## config.mk

```make
export PLATFORM = sky130hd
export DESIGN_NAME = pe_window_feeder
export DESIGN_NICKNAME = d
export VERILOG_FILES = /design/src/rtl/pe_array_pkg.sv /design/src/rtl/pe_line_buffer.sv /design/src/rtl/pe_window_feeder.sv
export SDC_FILE = /design/constraint.sdc
export NUM_CORES = 1
export LEC_CHECK = 0
export ABC_CLOCK_PERIOD_IN_PS = 27400
export BUFFER_PORTS_ARGS = -buffer_cell sky130_fd_sc_hd__clkbuf_2
export CORE_UTILIZATION = 40
export CTS_BUF_LIST = sky130_fd_sc_hd__clkbuf_4
export DETAILED_ROUTE_END_ITERATION = 16
export PLACE_DENSITY = 0.57
export SYNTH_ARGS = -nofsm -noshare
export SYNTH_HDL_FRONTEND = slang
export SYNTH_SLANG_ARGS = --single-unit
```

## constraint.sdc

```tcl
create_clock -name clk -period 27.4 [get_ports clk]
set_clock_uncertainty 0.2 [all_clocks]
set_input_delay 2.74 -clock clk [delete_from_list [all_inputs] [get_ports clk]]
set_output_delay 2.74 -clock clk [all_outputs]
set_load 0.02 [all_outputs]
```

## src/rtl/pe_array_pkg.sv

```systemverilog
// pe_array_pkg: defaults shared with the PE-array wrapper, feeder state encoding and a clog2 helper.
package pe_array_pkg;

    localparam int KERNEL_SIZE_DEF = 3;
    localparam int DATA_WIDTH_DEF  = 8;

    typedef enum logic [1:0] {
        ST_IDLE,
        ST_FILL,
        ST_STREAM,
        ST_DONE
    } feeder_state_t;

    // Never returns 0 so a one-entry dimension still gets a 1-bit index.
    function automatic int clog2(input int n);
        int r;
        r = 0;
        for (int v = n - 1; v > 0; v = v >> 1) r++;
        return (r == 0) ? 1 : r;
    endfunction

endpackage

```

## src/rtl/pe_line_buffer.sv

```systemverilog
// pe_line_buffer: one image row of pixels as a shift register; shifts on en, data is never reset.
module pe_line_buffer #(
    parameter int DATA_WIDTH = 8,
    parameter int DEPTH      = 32
) (
    input  logic                  clk,
    input  logic                  en,
    input  logic [DATA_WIDTH-1:0] din,
    output logic [DATA_WIDTH-1:0] dout
);

    logic [DATA_WIDTH-1:0] r_mem [DEPTH];

    always_ff @(posedge clk) begin
        if (en) begin
            r_mem[0] <= din;
            for (int i = 1; i < DEPTH; i++) r_mem[i] <= r_mem[i-1];
        end
    end

    assign dout = r_mem[DEPTH-1];

endmodule

```

## src/rtl/pe_window_feeder.sv

```systemverilog
// pe_window_feeder: raster pixel stream -> per-cycle KERNEL_SIZE-row column vector for the PE array.
// Define PE_FEEDER_ZERO_PAD_EN to skip the fill phase and zero the rows above the image instead.
module pe_window_feeder
    import pe_array_pkg::*;
#(
    parameter int KERNEL_SIZE = KERNEL_SIZE_DEF,
    parameter int DATA_WIDTH  = DATA_WIDTH_DEF,
    parameter int IMG_WIDTH   = 32,
    parameter int IMG_HEIGHT  = 32,
    localparam int RW = clog2(IMG_HEIGHT),
    localparam int CW = clog2(IMG_WIDTH)
) (
    input  logic                              clk,
    input  logic                              rstn,
    input  logic                              start,
    input  logic                              s_valid,
    output logic                              s_ready,
    input  logic [DATA_WIDTH-1:0]             s_pixel,
    input  logic                              pe_stall,
    output logic                              pe_en,
    output logic [DATA_WIDTH*KERNEL_SIZE-1:0] pe_dataIn,
    output logic                              win_valid,
    output logic [RW-1:0]                     row_idx,
    output logic [CW-1:0]                     col_idx,
    output logic                              busy,
    output logic                              frame_done
);

`ifdef PE_FEEDER_ZERO_PAD_EN
    localparam bit            ZERO_PAD = 1'b1;
    localparam feeder_state_t START_ST = ST_STREAM;
`else
    localparam bit            ZERO_PAD = 1'b0;
    localparam feeder_state_t START_ST = ST_FILL;
`endif

    feeder_state_t r_state, w_next;
    logic [RW-1:0] r_row;
    logic [CW-1:0] r_col;
    logic w_accept, w_emit, w_last_col;
    logic [DATA_WIDTH-1:0] w_tap [KERNEL_SIZE];
    logic [DATA_WIDTH*KERNEL_SIZE-1:0] w_vec;
    logic r_pe_en, r_win_valid;
    logic [DATA_WIDTH*KERNEL_SIZE-1:0] r_data;
    logic [RW-1:0] r_row_idx;
    logic [CW-1:0] r_col_idx;

    assign w_accept   = s_valid && s_ready;
    assign w_emit     = w_accept && r_state == ST_STREAM;
    assign w_last_col = r_col == CW'(IMG_WIDTH - 1);

    always_ff @(posedge clk) begin
        r_state <= !rstn ? ST_IDLE : w_next;
    end

    always_comb begin
        w_next = r_state;
        case (r_state)
            ST_IDLE:   w_next = start ? START_ST : ST_IDLE;
            ST_FILL:   w_next = (w_accept && w_last_col && r_row == RW'(KERNEL_SIZE - 2)) ? ST_STREAM : ST_FILL;
            ST_STREAM: w_next = (w_accept && w_last_col && r_row == RW'(IMG_HEIGHT - 1)) ? ST_DONE : ST_STREAM;
            default:   w_next = ST_IDLE;
        endcase
    end

    always_comb begin
        s_ready    = (r_state == ST_FILL || r_state == ST_STREAM) && !pe_stall;
        busy       = r_state != ST_IDLE;
        frame_done = r_state == ST_DONE;
    end

    always_ff @(posedge clk) begin
        if (!rstn) begin
            r_row <= '0;
            r_col <= '0;
        end else if (w_accept) begin
            r_col <= w_last_col ? '0 : r_col + 1'b1;
            if (w_last_col) r_row <= (r_row == RW'(IMG_HEIGHT - 1)) ? '0 : r_row + 1'b1;
        end
    end

    // Tap k is the pixel k rows above the incoming one, same column.
    assign w_tap[0] = s_pixel;
    for (genvar k = 0; k < KERNEL_SIZE - 1; k++) begin : g_lb
        pe_line_buffer #(
            .DATA_WIDTH (DATA_WIDTH),
            .DEPTH      (IMG_WIDTH)
        ) u_lb (
            .clk  (clk),
            .en   (w_accept),
            .din  (w_tap[k]),
            .dout (w_tap[k+1])
        );
    end

    // With zero padding, rows above the image are masked by the row counter, not cleared in memory.
    always_comb begin
        w_vec = '0;
        for (int k = 0; k < KERNEL_SIZE; k++)
            w_vec[k*DATA_WIDTH +: DATA_WIDTH] = (ZERO_PAD && int'(r_row) < k) ? '0 : w_tap[k];
    end

    always_ff @(posedge clk) begin
        if (!rstn) begin
            r_pe_en     <= 1'b0;
            r_win_valid <= 1'b0;
            r_data      <= '0;
            r_row_idx   <= '0;
            r_col_idx   <= '0;
        end else begin
            r_pe_en     <= w_emit;
            r_win_valid <= w_emit && int'(r_col) >= KERNEL_SIZE - 1;
            if (w_emit) begin
                r_data    <= w_vec;
                r_row_idx <= r_row;
                r_col_idx <= r_col;
            end
        end
    end

    assign pe_en     = r_pe_en;
    assign win_valid = r_win_valid;
    assign pe_dataIn = r_data;
    assign row_idx   = r_row_idx;
    assign col_idx   = r_col_idx;

endmodule

```

==> results.sh, run 1 <==
export IMPL_die_h_microns=211
export IMPL_worstHoldPathCells=0
export IMPL_slew_violations=0
export IMPL_yosys_top_cells_area="edfxtp_1, dfxtp_1, nand2_1, a21boi_0, ha_1"
export IMPL_utilization_pct=46.8
export IMPL_nFillCells=3651
export IMPL_area_growth_pct=15.6
export IMPL_netlist_area_leader_share_pct=88.4
export IMPL_reg2reg_depth=6
export IMPL_synth_seq_cells=560
export IMPL_ir_drop_mv=0.0390
export IMPL_rr_startpoint="r_state[0]"
export IMPL_path_class="input port to output port"
export IMPL_grt_pass1_vias=7091
export IMPL_synth_edf_count=512
export IMPL_endpoint_kind="output port"
export IMPL_port_buffers=51
export IMPL_cts_buffer_depth=3
export IMPL_multi_input_area_sq_um=986
export IMPL_hold_viol_final=0
export IMPL_slew_headroom_pct=25.0
export IMPL_cts_sinks=560
export IMPL_drcViolationCount=0
export IMPL_synth_cell_types=29
export IMPL_final_cells=1610
export IMPL_max_freq_mhz=165
export IMPL_fin_ws_ns=21.34
export IMPL_viasPerCell=4.39
export IMPL_period_share_pct=22.1
export IMPL_grt_max_degree=162
export IMPL_finalSetupViolCount=0
export IMPL_synth_common_cells="edfxtp_1, nand2_1, dfxtp_1"
export IMPL_gp_congestion=0.669
export IMPL_pre_cts_ws_ns=21.01
export IMPL_grt_pass1_wl_mm=37.1
export IMPL_grt_use_total_pct=10.8
export IMPL_p_per_area_mw_per_mm2=80.8
export IMPL_min_period_ns=6.06
export IMPL_antenna_found_initial=1
export IMPL_avgSynthCellArea_sq_um=23.4
export IMPL_clock_root_buffer="clkbuf_4"
export IMPL_postCtsResizedCells=0
export IMPL_tightest_slew_ns=1.13
export IMPL_synth_cells=744
export IMPL_maxCapViolCount=0
export IMPL_cellLeakagePower_nw=6.27
export IMPL_outcome="finished clean"
export IMPL_h_tree_depth=4
export IMPL_path_clk_slew_ns=0.07
export IMPL_synthArstFlopShare_pct=0
export IMPL_die_w_microns=211
export IMPL_synth_top_area_cell="edfxtp_1"
export IMPL_die_area_sq_mm=0.0443
export IMPL_ys_warn_count=0
export IMPL_dr_total_vias=7069
export IMPL_worstPathRequired_ns=24.46
export IMPL_reg2reg_slack_ns=23.07
export IMPL_drt_iter0_drc=497
export IMPL_first_pass_iters=4
export IMPL_routedWlPerCell_microns=14.2
export IMPL_holdPathEnd="g_lb[0].u_lb.r_mem[1][125]"
export IMPL_routed_wl_mm=22.8
export IMPL_worstHoldStart="g_lb[0].u_lb.r_mem[1][117]"
export IMPL_drive_gt1_share_pct=25.9
export IMPL_rsz0062_at_grt="false"
export IMPL_synthMostInstantiatedCell="edfxtp_1"
export IMPL_postRouteAntennaNets=0
export IMPL_dp_cells=1374
export IMPL_regToRegEndpoint="g_lb[0].u_lb.r_mem[0][118]"
export IMPL_cts_hold_buf=0
export IMPL_tns_ns=0
export IMPL_ys_flop_type="edfxtp_1"
export IMPL_coreArea_sq_mm=0.0430
export IMPL_start_util_pct=40.5
export IMPL_post_cts_setup_buffer_count=0
export IMPL_dp_hpwl_mm=10.4
export IMPL_clock_latency_ns=0.77
export IMPL_arrival_ns=3.12
export IMPL_ff_latch_area_sq_mm=0.0163
export IMPL_gr_total_overflow=0
export IMPL_start_kind="input port"
export IMPL_syn_num_nets=768
export IMPL_cts_tree="built"
export IMPL_seq_area_frac_synth_pct=93.9
export IMPL_syn_area_sq_mm=0.0174
export IMPL_fin_nets=950
export IMPL_ioPinCount=52
export IMPL_path_max_fanout=5
export IMPL_hp_class="flop to flop"
export IMPL_rows=76
export IMPL_numCtsBuffers=135
==> metal layers <==
layer / GRT usage, % / share of wire (%) / up-vias
met5: 0 / 0 / -
met4: 5.72 / 2.1 / 0
met3: 4.28 / 5.6 / 48
met2: 13.6 / 42 / 160
met1: 15.9 / 51 / 3503
li1: - / - / 3358
==> cell type report <==
class	count	share of cell area [%]
clock inverter	41	1.31
tap	585	3.64
antenna	1	0.0124
multi-input combinational	165	4.90
timing repair buffer	58	1.53
inverter	6	0.149
clock buffer	194	7.24
sequential	560	81.2
==> how the worst max path moves through the flow <==
stage	end	slack [ns]	start
5_1_grt	s_ready	21.30	pe_stall
3_5_place_dp	g_lb[0].u_lb.r_mem[1][92]	21.01	pe_stall
4_1_cts	s_ready	21.34	pe_stall
3_3_place_gp	g_lb[1].u_lb.r_mem[3][7]	21.15	pe_stall
6_report	s_ready	21.34	pe_stall
2_1_floorplan	g_lb[0].u_lb.r_mem[0][0]	13.48	pe_stall
==> state kept, by name, summed over array words and instances, names as in the netlist <==
signal           count
win_valid            1
pe_dataIn           24
g_lb.u_lb.r_mem    512
r_col                5
row_idx              5
r_state              2
col_idx              5
r_row                5
pe_en                1
==> cell families after synthesis <==
group	synth area share [%]
compound gates	2.26
xor+xnor	0.0503
fa+ha+maj	0.791
buf+inv	0.446
flops	93.9
simple gates	2.57
==> report_power, final <==
group | switching [W] | internal [W]
clock network | 0.000305 | 0.000363
logic | 0.0000120 | 0.00000268
registers | 0.00000350 | 0.000939
==> per-stage QoR <==
step	total power, W	instance area [sq um]	hold slack (ns)
finish	0.00163	20100	0.180
global route	0.00171	20100	0.181
CTS	0.00166	20100	0.171
detailed placement	0.000977	18400	0.205
global placement	0.000976	18400	0.201
floorplan	0.000980	17400	0.200
==> worst max-delay path, cell delays in order <==
cell	delay, ns
clkbuf_2	0.10
nor2b_1	0.11
clkbuf_2	0.17
==> cell usage in the layout, fill, tap and decap left out <==
master,count
a21boi_0,36
a21boi_1,6
a21oi_1,1
a31oi_1,2
a32oi_1,1
and2_1,1
and3_1,3
and4b_1,1
buf_4,7
bufinv_16,4
clkbuf_2,51
clkbuf_4,194
clkinv_1,29
clkinv_2,3
dfxtp_1,48
diode_2,1
edfxtp_1,512
ha_1,11
inv_1,5
inv_2,5
inv_8,1
nand2_1,75
nand2b_1,1
nand3_1,4
nand3b_1,1
nand4b_1,2
nor2_1,2
nor2b_1,1
o211a_1,1
o21a_1,1
o21ai_0,5
o32ai_1,1
or3_1,2
or4_1,3
or4b_1,3
xnor2_1,1
No activity file was read; power rests on OpenSTA's default activity.
==> run 2: changes to the inputs <==
ABC_CLOCK_PERIOD_IN_PS = 5300   (was 27400)
PLACE_DENSITY = 0.59   (was 0.57)
clock period = 5.3 ns   (was 27.4 ns; I/O delays follow)
==> results.sh, run 2 (synthesis results as in run 1) <==
export IMPL_outcome="finished clean"
export IMPL_hp_class="input port to flop"
export IMPL_cts_sinks=560
export IMPL_worstPathRequired_ns=5.53
export IMPL_crit_cells=5
export IMPL_dp_hpwl_mm=10.9
export IMPL_cts_buffer_depth=3
export IMPL_arrival_ns=3.27
export IMPL_gr_total_overflow=0
export IMPL_place_area_sq_mm=0.0185
export IMPL_drt_iter0_drc=604
export IMPL_post_cts_setup_buffer_count=0
export IMPL_rsz0062_at_grt="false"
export IMPL_cp_cell_sequence="inv_2 -> ha_4 -> nand3b_1 -> clkinvlp_4 -> buf_12"
export IMPL_clock_power_share_pct=40.9
export IMPL_worstHoldPathCells=4
export IMPL_antenna_found_initial=1
export IMPL_clock_root_buffer="clkbuf_4"
export IMPL_fin_nets=960
export IMPL_path_class="flop to flop"
export IMPL_maxCapViolCount=0
export IMPL_cts_tree="built"
export IMPL_clock_latency_ns=0.79
export IMPL_largest_register="g_lb.u_lb.r_mem"
export IMPL_cpPeakStageDelay_ns=0.87
export IMPL_p_switching_w=0.00165
export IMPL_final_cells=1619
export IMPL_grt_pass1_vias=7045
export IMPL_period_share_pct=57.2
export IMPL_utilization_pct=47.2
export IMPL_endpoint_kind="flop"
export IMPL_hold_viol_final=0
export IMPL_tightest_slew_ns=1.02
export IMPL_coreArea_sq_mm=0.0430
export IMPL_min_period_ns=3.03
export IMPL_seq_power_share_pct=58.1
export IMPL_drive_gt1_share_pct=26.7
export IMPL_die_w_microns=211
export IMPL_grt_pass1_wl_mm=36.7
export IMPL_final_common_cell="edfxtp_1"
export IMPL_slew_headroom_pct=32.2
export IMPL_dp_cells=1376
export IMPL_crit_buf_inv=3
export IMPL_cts_hold_buf=9
export IMPL_first_pass_iters=4
export IMPL_rows=76
export IMPL_reg2reg_depth=5
export IMPL_critPathSlowestCell="clkinvlp_4"
export IMPL_path_clk_slew_ns=0.07
export IMPL_area_growth_pct=16.6
export IMPL_port_buffers=51
export IMPL_finalSetupViolCount=0
export IMPL_grt_max_degree=111
export IMPL_p_per_area_mw_per_mm2=414
export IMPL_die_area_sq_mm=0.0443
export IMPL_dr_total_vias=7132
export IMPL_critPathTopFamily="buffers and inverters"
export IMPL_routedWlPerCell_microns=14.3
export IMPL_ir_drop_mv=0.211
export IMPL_start_kind="flop"
export IMPL_postRouteAntennaNets=0
export IMPL_reg2reg_slack_ns=2.27
export IMPL_layout_common_cells="edfxtp_1, clkbuf_4, nand2_1, clkbuf_2, dfxtp_1"
export IMPL_max_freq_mhz=330
export IMPL_ioPinCount=52
export IMPL_start_util_pct=40.5
export IMPL_grt_use_total_pct=10.9
export IMPL_final_area_sq_mm=0.0203
export IMPL_die_h_microns=211
export IMPL_gp_congestion=0.681
export IMPL_finalPower_w=0.00839
export IMPL_switching_share_pct=19.7
export IMPL_postCtsResizedCells=0
export IMPL_intPower_w=0.00674
export IMPL_slew_violations=0
export IMPL_path_max_fanout=110
export IMPL_cellLeakagePower_nw=6.33
export IMPL_drcViolationCount=0
export IMPL_largest_reg_flops=512
export IMPL_h_tree_depth=4
export IMPL_viasPerCell=4.41
export IMPL_numCtsBuffers=134
export IMPL_p_comb_share_pct=1.0
export IMPL_routed_wl_mm=23.1
-- run 2: changes by cell type in the layout (fill, tap and decap cells not counted), sizes merged, moves of 2 or more --
cell,before,now
buf,7,9
dlygate4sd3,0,9
clkinvlp,0,2
clkbuf,245,250
clkinv,32,25
-- run 2: final timing paths --
path,start,to
max reg2reg,r_state[0],g_lb[1].u_lb.r_mem[27][2]
min reg2reg,g_lb[0].u_lb.r_mem[0][67],g_lb[0].u_lb.r_mem[0][75]
max,r_state[0],g_lb[1].u_lb.r_mem[27][2]
min,s_valid,r_col[3]
-- run 2: final cells by class --
cell class	instances	area, sq um
clock inverters	34	213
well taps	585	732
diodes	1	2.50
flip-flops and latches	560	16300
multi-input cells	165	998
clock buffers	199	1490
inverters	6	26.3
repair buffers	69	475
fillers	3631	22700
-- run 2: per-stage QoR --
stage	TNS (ns)	worst slack, ns	hold WS (ns)
after global routing	0	2.08	0.0777
after floorplan	-2021.77	-3.92	0.200
after detailed placement	0	2.29	0.205
final	0	2.27	0.153
after CTS	0	2.25	0.0474
after global placement	0	2.36	0.200
-- run 2: power groups by stage --
stage | registers (W) | logic (W) | clock network [W]
2_1_floorplan | 0.00500 | 0.0000524 | 0
3_3_place_gp | 0.00497 | 0.0000809 | 0
3_5_place_dp | 0.00497 | 0.0000832 | 0
4_1_cts | 0.00487 | 0.0000875 | 0.00360
5_1_grt | 0.00488 | 0.0000949 | 0.00383
6_report | 0.00487 | 0.0000860 | 0.00343
-- run 2: worst register-to-register path, stage by stage, from the launching register on --
cell and delay [ns]:
dfxtp_2 0.38, inv_2 0.07, ha_4 0.25, nand3b_1 0.25
clkinvlp_4 0.88, buf_12 0.59
-- run 2: metal layers --
layer	global-route usage (%)	wire, microns	share of wire (%)	up-vias
li1	-	-	-	3360
met1	15.7	11300	49	3537
met2	13.8	9850	43	191
met3	4.71	1520	6.6	44
met4	5.92	452	2.0	0
met5	0	0	0	-
